[config.mk]
export PLATFORM = sky130hd
export DESIGN_NAME = timer_count_controller
export DESIGN_NICKNAME = d
export VERILOG_FILES = /design/src/rtl/timer_count_controller_pkg.sv /design/src/rtl/timer_count_controller_bcd_mod60_counter.sv /design/src/rtl/timer_count_controller.sv
export SDC_FILE = /design/constraint.sdc
export NUM_CORES = 1
export LEC_CHECK = 0
export CAP_MARGIN = 20
export CORE_ASPECT_RATIO = 0.75
export CORE_MARGIN = 2
export CORE_UTILIZATION = 55
export DETAILED_ROUTE_END_ITERATION = 8
export PLACE_DENSITY_LB_ADDON = 0.15
export REMOVE_ABC_BUFFERS = 1
export SETUP_SLACK_MARGIN = 0.2
export SLEW_MARGIN = 20
export SYNTH_ARGS = -nofsm -noshare
export SYNTH_HDL_FRONTEND = slang
export SYNTH_HIERARCHICAL = 1
export SYNTH_SLANG_ARGS = --single-unit
[constraint.sdc]
create_clock -name clk -period 5.5 [get_ports clk]
set_input_delay 0.825 -clock clk [delete_from_list [all_inputs] [get_ports clk]]
set_output_delay 0.825 -clock clk [all_outputs]
set_load 0.01 [all_outputs]
[src/rtl/timer_count_controller_pkg.sv]
// Shared definitions for the MM:SS countdown datapath.
// Holds the controller state encoding, BCD digit widths and digit limits.
// Imported by bcd_mod60_counter and timer_count_controller.
package timer_count_controller_pkg;

    localparam int TENS_W = 3;
    localparam int ONES_W = 4;

    localparam logic [TENS_W-1:0] MAX_TENS = 3'd5;
    localparam logic [ONES_W-1:0] MAX_ONES = 4'd9;

    typedef enum logic [1:0] {
        HOLD     = 2'd0,
        SETTING  = 2'd1,
        COUNTING = 2'd2,
        EXPIRED  = 2'd3
    } state_t;

endpackage

[src/rtl/timer_count_controller_bcd_mod60_counter.sv]
// bcd_mod60_counter: one mod-60 BCD digit pair (00..59).
// Ports:
//   clk, reset        : clock, synchronous active-high reset
//   inc               : +1 mod 60 (59 -> 00, never carries out)
//   dec               : -1 mod 60 (00 -> 59)
//   clr               : force 00 (wins over inc/dec)
//   tens, ones        : registered BCD digits
//   is_zero           : registered value is 00
//   borrow_out        : a decrement is wrapping 00 -> 59 this cycle
// Priority inside the counter: reset > clr > inc > dec.
module bcd_mod60_counter
    import timer_count_controller_pkg::*;
(
    input  logic              clk,
    input  logic              reset,
    input  logic              inc,
    input  logic              dec,
    input  logic              clr,
    output logic [TENS_W-1:0] tens,
    output logic [ONES_W-1:0] ones,
    output logic              is_zero,
    output logic              borrow_out
);

    assign is_zero    = (tens == '0) && (ones == '0);
    // Borrow only when the decrement actually takes effect.
    assign borrow_out = dec && !inc && !clr && is_zero;

    always_ff @(posedge clk) begin
        if (reset || clr) begin
            tens <= '0;
            ones <= '0;
        end else if (inc) begin
            if (ones == MAX_ONES) begin
                ones <= '0;
                tens <= (tens == MAX_TENS) ? '0 : tens + 3'd1;
            end else begin
                ones <= ones + 4'd1;
            end
        end else if (dec) begin
            if (ones == '0) begin
                ones <= MAX_ONES;
                tens <= (tens == '0) ? MAX_TENS : tens - 3'd1;
            end else begin
                ones <= ones - 4'd1;
            end
        end
    end

endmodule

[src/rtl/timer_count_controller.sv]
// timer_count_controller: sequences the MM:SS countdown datapath from the
// timer FSM's enable/forward/reset commands.
// Owns the 1 s prescaler, two mod-60 BCD digit pairs, rising-edge detection
// of the setting buttons and expiry detection.
// Parameters:
//   TICK_DIV   : clk cycles per 1 s tick (>= 2)
//   ALARM_SECS : seconds the alarm blinks after expiry (TIMER_ALARM_EN only)
// Ports:
//   clk, reset         : clock, synchronous active-high reset
//   enable_counter     : datapath active
//   forward            : 1 = setting mode, 0 = countdown
//   reset_timer        : clear time to 00:00, back to HOLD
//   seg_demand         : rising edge = +1 second while setting
//   min_demand         : rising edge = +1 minute while setting
//   min_tens..sec_ones : registered BCD time
//   zero               : registered time is 00:00
//   tick               : one-cycle pulse coincident with each decrement
//   alarm              : expiry blink (0 unless TIMER_ALARM_EN is defined)
//   state              : current controller state, for observation
// Build option: define TIMER_ALARM_EN to synthesise the expiry alarm blinker.
module timer_count_controller
    import timer_count_controller_pkg::*;
#(
    parameter int TICK_DIV   = 50_000_000,
    parameter int ALARM_SECS = 10
)(
    input  logic              clk,
    input  logic              reset,
    input  logic              enable_counter,
    input  logic              forward,
    input  logic              reset_timer,
    input  logic              seg_demand,
    input  logic              min_demand,
    output logic [TENS_W-1:0] min_tens,
    output logic [ONES_W-1:0] min_ones,
    output logic [TENS_W-1:0] sec_tens,
    output logic [ONES_W-1:0] sec_ones,
    output logic              zero,
    output logic              tick,
    output logic              alarm,
    output state_t            state
);

    localparam int PW = $clog2(TICK_DIV);
    localparam logic [PW-1:0] TICK_LAST = PW'(TICK_DIV - 1);

    logic [PW-1:0] presc;
    logic          seg_q;
    logic          min_q;
    logic          seg_rise;
    logic          min_rise;
    state_t        mode;
    state_t        next_state;
    logic          sec_zero;
    logic          min_zero;
    logic          sec_borrow;
    logic          min_borrow;
    logic          time_zero;
    logic          last_sec;
    logic          wrap;
    logic          sec_inc;
    logic          min_inc;
    logic          sec_dec;

    assign seg_rise  = seg_demand && !seg_q;
    assign min_rise  = min_demand && !min_q;
    assign time_zero = sec_zero && min_zero;
    assign zero      = time_zero;
    // 00:01 is the only value a decrement turns into 00:00.
    assign last_sec  = min_zero && (sec_tens == '0) && (sec_ones == 4'd1);

    // Operating mode is taken from the commands every cycle; only EXPIRED
    // is sticky, and it is left solely for setting mode (or reset_timer).
    always_comb begin
        mode = HOLD;
        if (state == EXPIRED && !(enable_counter && forward))
            mode = EXPIRED;
        else if (!enable_counter)
            mode = HOLD;
        else if (forward)
            mode = SETTING;
        else
            mode = COUNTING;
    end

    assign wrap    = (mode == COUNTING) && !time_zero && (presc == TICK_LAST);
    assign sec_inc = (mode == SETTING) && seg_rise && !reset_timer;
    assign min_inc = (mode == SETTING) && min_rise && !reset_timer;
    assign sec_dec = wrap && !reset_timer;

    always_comb begin
        next_state = mode;
        if (reset_timer)
            next_state = HOLD;
        else if (mode == COUNTING && (time_zero || (wrap && last_sec)))
            next_state = EXPIRED;
    end

    always_ff @(posedge clk) begin
        if (reset) begin
            state <= HOLD;
            presc <= '0;
            tick  <= 1'b0;
            seg_q <= 1'b0;
            min_q <= 1'b0;
        end else begin
            seg_q <= seg_demand;
            min_q <= min_demand;
            state <= next_state;
            tick  <= sec_dec;
            // HOLD and EXPIRED freeze the prescaler so a paused second resumes.
            if (reset_timer || mode == SETTING)
                presc <= '0;
            else if (mode == COUNTING && !time_zero)
                presc <= wrap ? '0 : presc + 1'b1;
        end
    end

    bcd_mod60_counter u_seconds (
        .clk        (clk),
        .reset      (reset),
        .inc        (sec_inc),
        .dec        (sec_dec),
        .clr        (reset_timer),
        .tens       (sec_tens),
        .ones       (sec_ones),
        .is_zero    (sec_zero),
        .borrow_out (sec_borrow)
    );

    bcd_mod60_counter u_minutes (
        .clk        (clk),
        .reset      (reset),
        .inc        (min_inc),
        .dec        (sec_borrow),
        .clr        (reset_timer),
        .tens       (min_tens),
        .ones       (min_ones),
        .is_zero    (min_zero),
        .borrow_out (min_borrow)
    );

`ifdef TIMER_ALARM_EN
    localparam int HALF         = TICK_DIV / 2;
    localparam int ALARM_CYCLES = ALARM_SECS * TICK_DIV;

    logic [31:0] half_cnt;
    logic [31:0] alarm_cnt;
    logic        alarm_r;

    // alarm_cnt counts the cycles the blink has been shown, including the
    // entry cycle; half_cnt paces the toggle every HALF cycles.
    always_ff @(posedge clk) begin
        if (reset || next_state != EXPIRED) begin
            alarm_r   <= 1'b0;
            half_cnt  <= '0;
            alarm_cnt <= '0;
        end else if (state != EXPIRED) begin
            alarm_r   <= 1'b1;
            half_cnt  <= '0;
            alarm_cnt <= 32'd1;
        end else if (alarm_cnt >= 32'(ALARM_CYCLES)) begin
            alarm_r <= 1'b0;
        end else begin
            alarm_cnt <= alarm_cnt + 32'd1;
            if (half_cnt == 32'(HALF - 1)) begin
                half_cnt <= '0;
                alarm_r  <= !alarm_r;
            end else begin
                half_cnt <= half_cnt + 32'd1;
            end
        end
    end

    assign alarm = alarm_r;
`else
    assign alarm = 1'b0;
`endif

    // Minutes never borrow further; the countdown stops at 00:00.
    logic unused_ok;
    assign unused_ok = min_borrow;

endmodule

==> impl_results.md <==
* # clock sinks at 45
* Largest net degree at the start of global routing at 24
* Layout cell share with drive strength beyond 1 at 0.0779
* Starting Density at 0.575
* Die Ht at 63.2 µm
* IO Port Bufs at 24
* P_int at 428 µW
* Max-cap violations at 0
* Reg2reg end: u_minutes/tens[1]
* Initial antenna violation count at 0
* Hold path start: presc[1]
* Pleak at 0.00105 µW
* R2r setup slk at 1.14 ns
* R2R depth at 13
* Antenna cells at 0
* Final Cycle Share at 0.793
* Worst clock skew at 0.00878 ns
* Net Sw Power at 139 µW
* Slew @ Worst Pin at 0.752 ns
* Cell Pwr Density at 195 nW/µm²
* PostCTS Resize Cnt at 0
* CP Data Arrival Time at 4.62 ns
* Clock power frac at 0.376
* Design Area, Final at 2900 µm²
* Via count at 2275
* Max Slew Vio Count at 0
* Setup TNS at 0 ns
* Vias per cell at 6.02
* Final Hold Violating Endpoints at 0
* Cell Area, Placed at 2810 µm²
* Reg clk slew, reported paths at 0.09 ns
* Critical path fanouts, max at 10
* Flop pwr share at 0.580
* CTS buffer count at 5
* Synth-to-Final Area Change at 13.1%
* Post-route ant nets at 0
* Hold EP: presc[1]
* Fmax at 229 MHz
* DRC errors left at 0
* Max IR drop VDD at 0.154 mV
* RSZ-0062 raised after global routing: false
* Startpoint types: flop
* Routed wire length at 5530 µm
* Hold-fix buffers, CTS at 0
* Skew-Pair Late Insertion Delay at 0.31 ns
* Total grt overflow at 0
* Crit path kind: flop to flop
* Post-CTS Setup Repair Bufs at 0
* Gpl congestion at 0.887
* First-pass detailed-route iteration total at 4
* GRT Overall Usage at 0.221
* CTS root buffer: clkbuf_8
* Final setup fails at 0
* Sw frac at 0.245
* Die Area at 5240 µm²
* Synthesized instance count at 305
* Required time of the critical path at 5.76 ns
* Number of global-route vias before repair at 2055
* Commonest non-fill, non-tap cell in the layout: nor2_1
* Core Area at 4470 µm²
* First-pass GRT wire length at 9480 µm
* Hold depth at 2
* Detailed Route Iter0 Violations at 124
* Die extent in x at 82.9 µm
* Outcome: complete, no violations
* R2R Path Start: u_seconds/tens[0]
* Routed wire length per instance at 14.6 µm
* Ys Warns at 6
* Worst min path class: flop to flop
* CTS tree: built
* CTS HTree Levels at 2
* Rel. slew slack at 0.498
* Dpl hpwl at 3940 µm
* Mapped cell area at 2570 µm²
* I/O pin cnt at 26
* Row Count at 21
* Power share of the combinational group at 0.044
* Longest Clk Path Bufs at 2
* Nets at 330
* Tmin final at 4.36 ns
* Crit. End Element: flop
* Commonest non-fill, non-tap cells in the layout: nor2_1 (46), dfxtp_1 (45), xor2_1 (24), clkdlybuf4s50_1 (24), nand2_1 (20)
* Syn_area_per_cell at 8.42 µm²
-- power groups by stage --
stage / sequential (µW) / clock (µW) / combinational [µW]
after floorplan: 336 / 0 / 11.6
after global placement: 336 / 0 / 24.8
after detailed placement: 336 / 0 / 24.8
after CTS: 329 / 222 / 24.9
after global routing: 329 / 233 / 27.4
final: 329 / 213 / 24.7
-- worst max path at each step --
stage                      startpoint                 to  slack (ns)
global route        u_seconds/ones[0]  u_minutes/tens[2]        0.77
global placement              forward  u_minutes/tens[2]        1.13
floorplan           u_seconds/tens[0]  u_minutes/tens[2]        1.68
finish              u_seconds/tens[0]  u_minutes/tens[1]        1.14
detailed placement            forward  u_minutes/tens[2]        0.97
CTS                 u_seconds/tens[0]  u_minutes/tens[2]        1.20
-- worst max-delay path, stage by stage, from the launching register on --
cell and delay, ns:
dfxtp_1 0.52, nor2_1 0.08, ha_1 0.21, nand2_1 0.09, nor2_1 0.09, a221o_1 0.46
nor3_1 0.36, nand3_1 0.24, nor2_1 0.28, or4b_2 0.63, nor3_1 0.35, or4b_4 0.53
a221oi_2 0.31, o211a_1 0.16
-- registers in the layout, summed over array words and instances, names as in the netlist --
signal,count
u_minutes/tens,3
u_seconds/ones,4
u_seconds/tens,3
tick,1
u_minutes/ones,4
state,2
min_q,1
seg_q,1
presc,26
-- layer usage --
layer  wire length, µm  vias to the layer above  part of all wire  global-route usage
met5                 0                        -                 0                   0
met4               126                        0             0.023               0.100
met3               297                       14             0.054              0.0433
met2              2290                       61              0.41               0.309
met1              2820                     1065              0.51               0.324
li1                  -                     1135                 -                   -
-- metrics by stage --
step	hold WS, ns	std cells	setup slack, ns	util	total power (µW)
finish	0.488	378	1.14	0.650	567
global route	0.517	378	0.765	0.650	590
CTS	0.485	378	1.20	0.650	576
detailed placement	0.472	370	0.967	0.630	361
global placement	0.458	370	1.13	0.630	361
floorplan	0.448	287	1.68	-	348
-- layout make-up --
type | instances | area [µm²]
Sequential cell | 45 | 901
Inverter | 4 | 15.0
Clock buffer | 5 | 68.8
Multi-Input combinational cell | 238 | 1570
Tap cell | 57 | 71.3
Fill cell | 418 | 1560
Timing Repair Buffer | 26 | 255
Clock inverter | 3 | 21.3
Power figures use the tool's default switching activity.
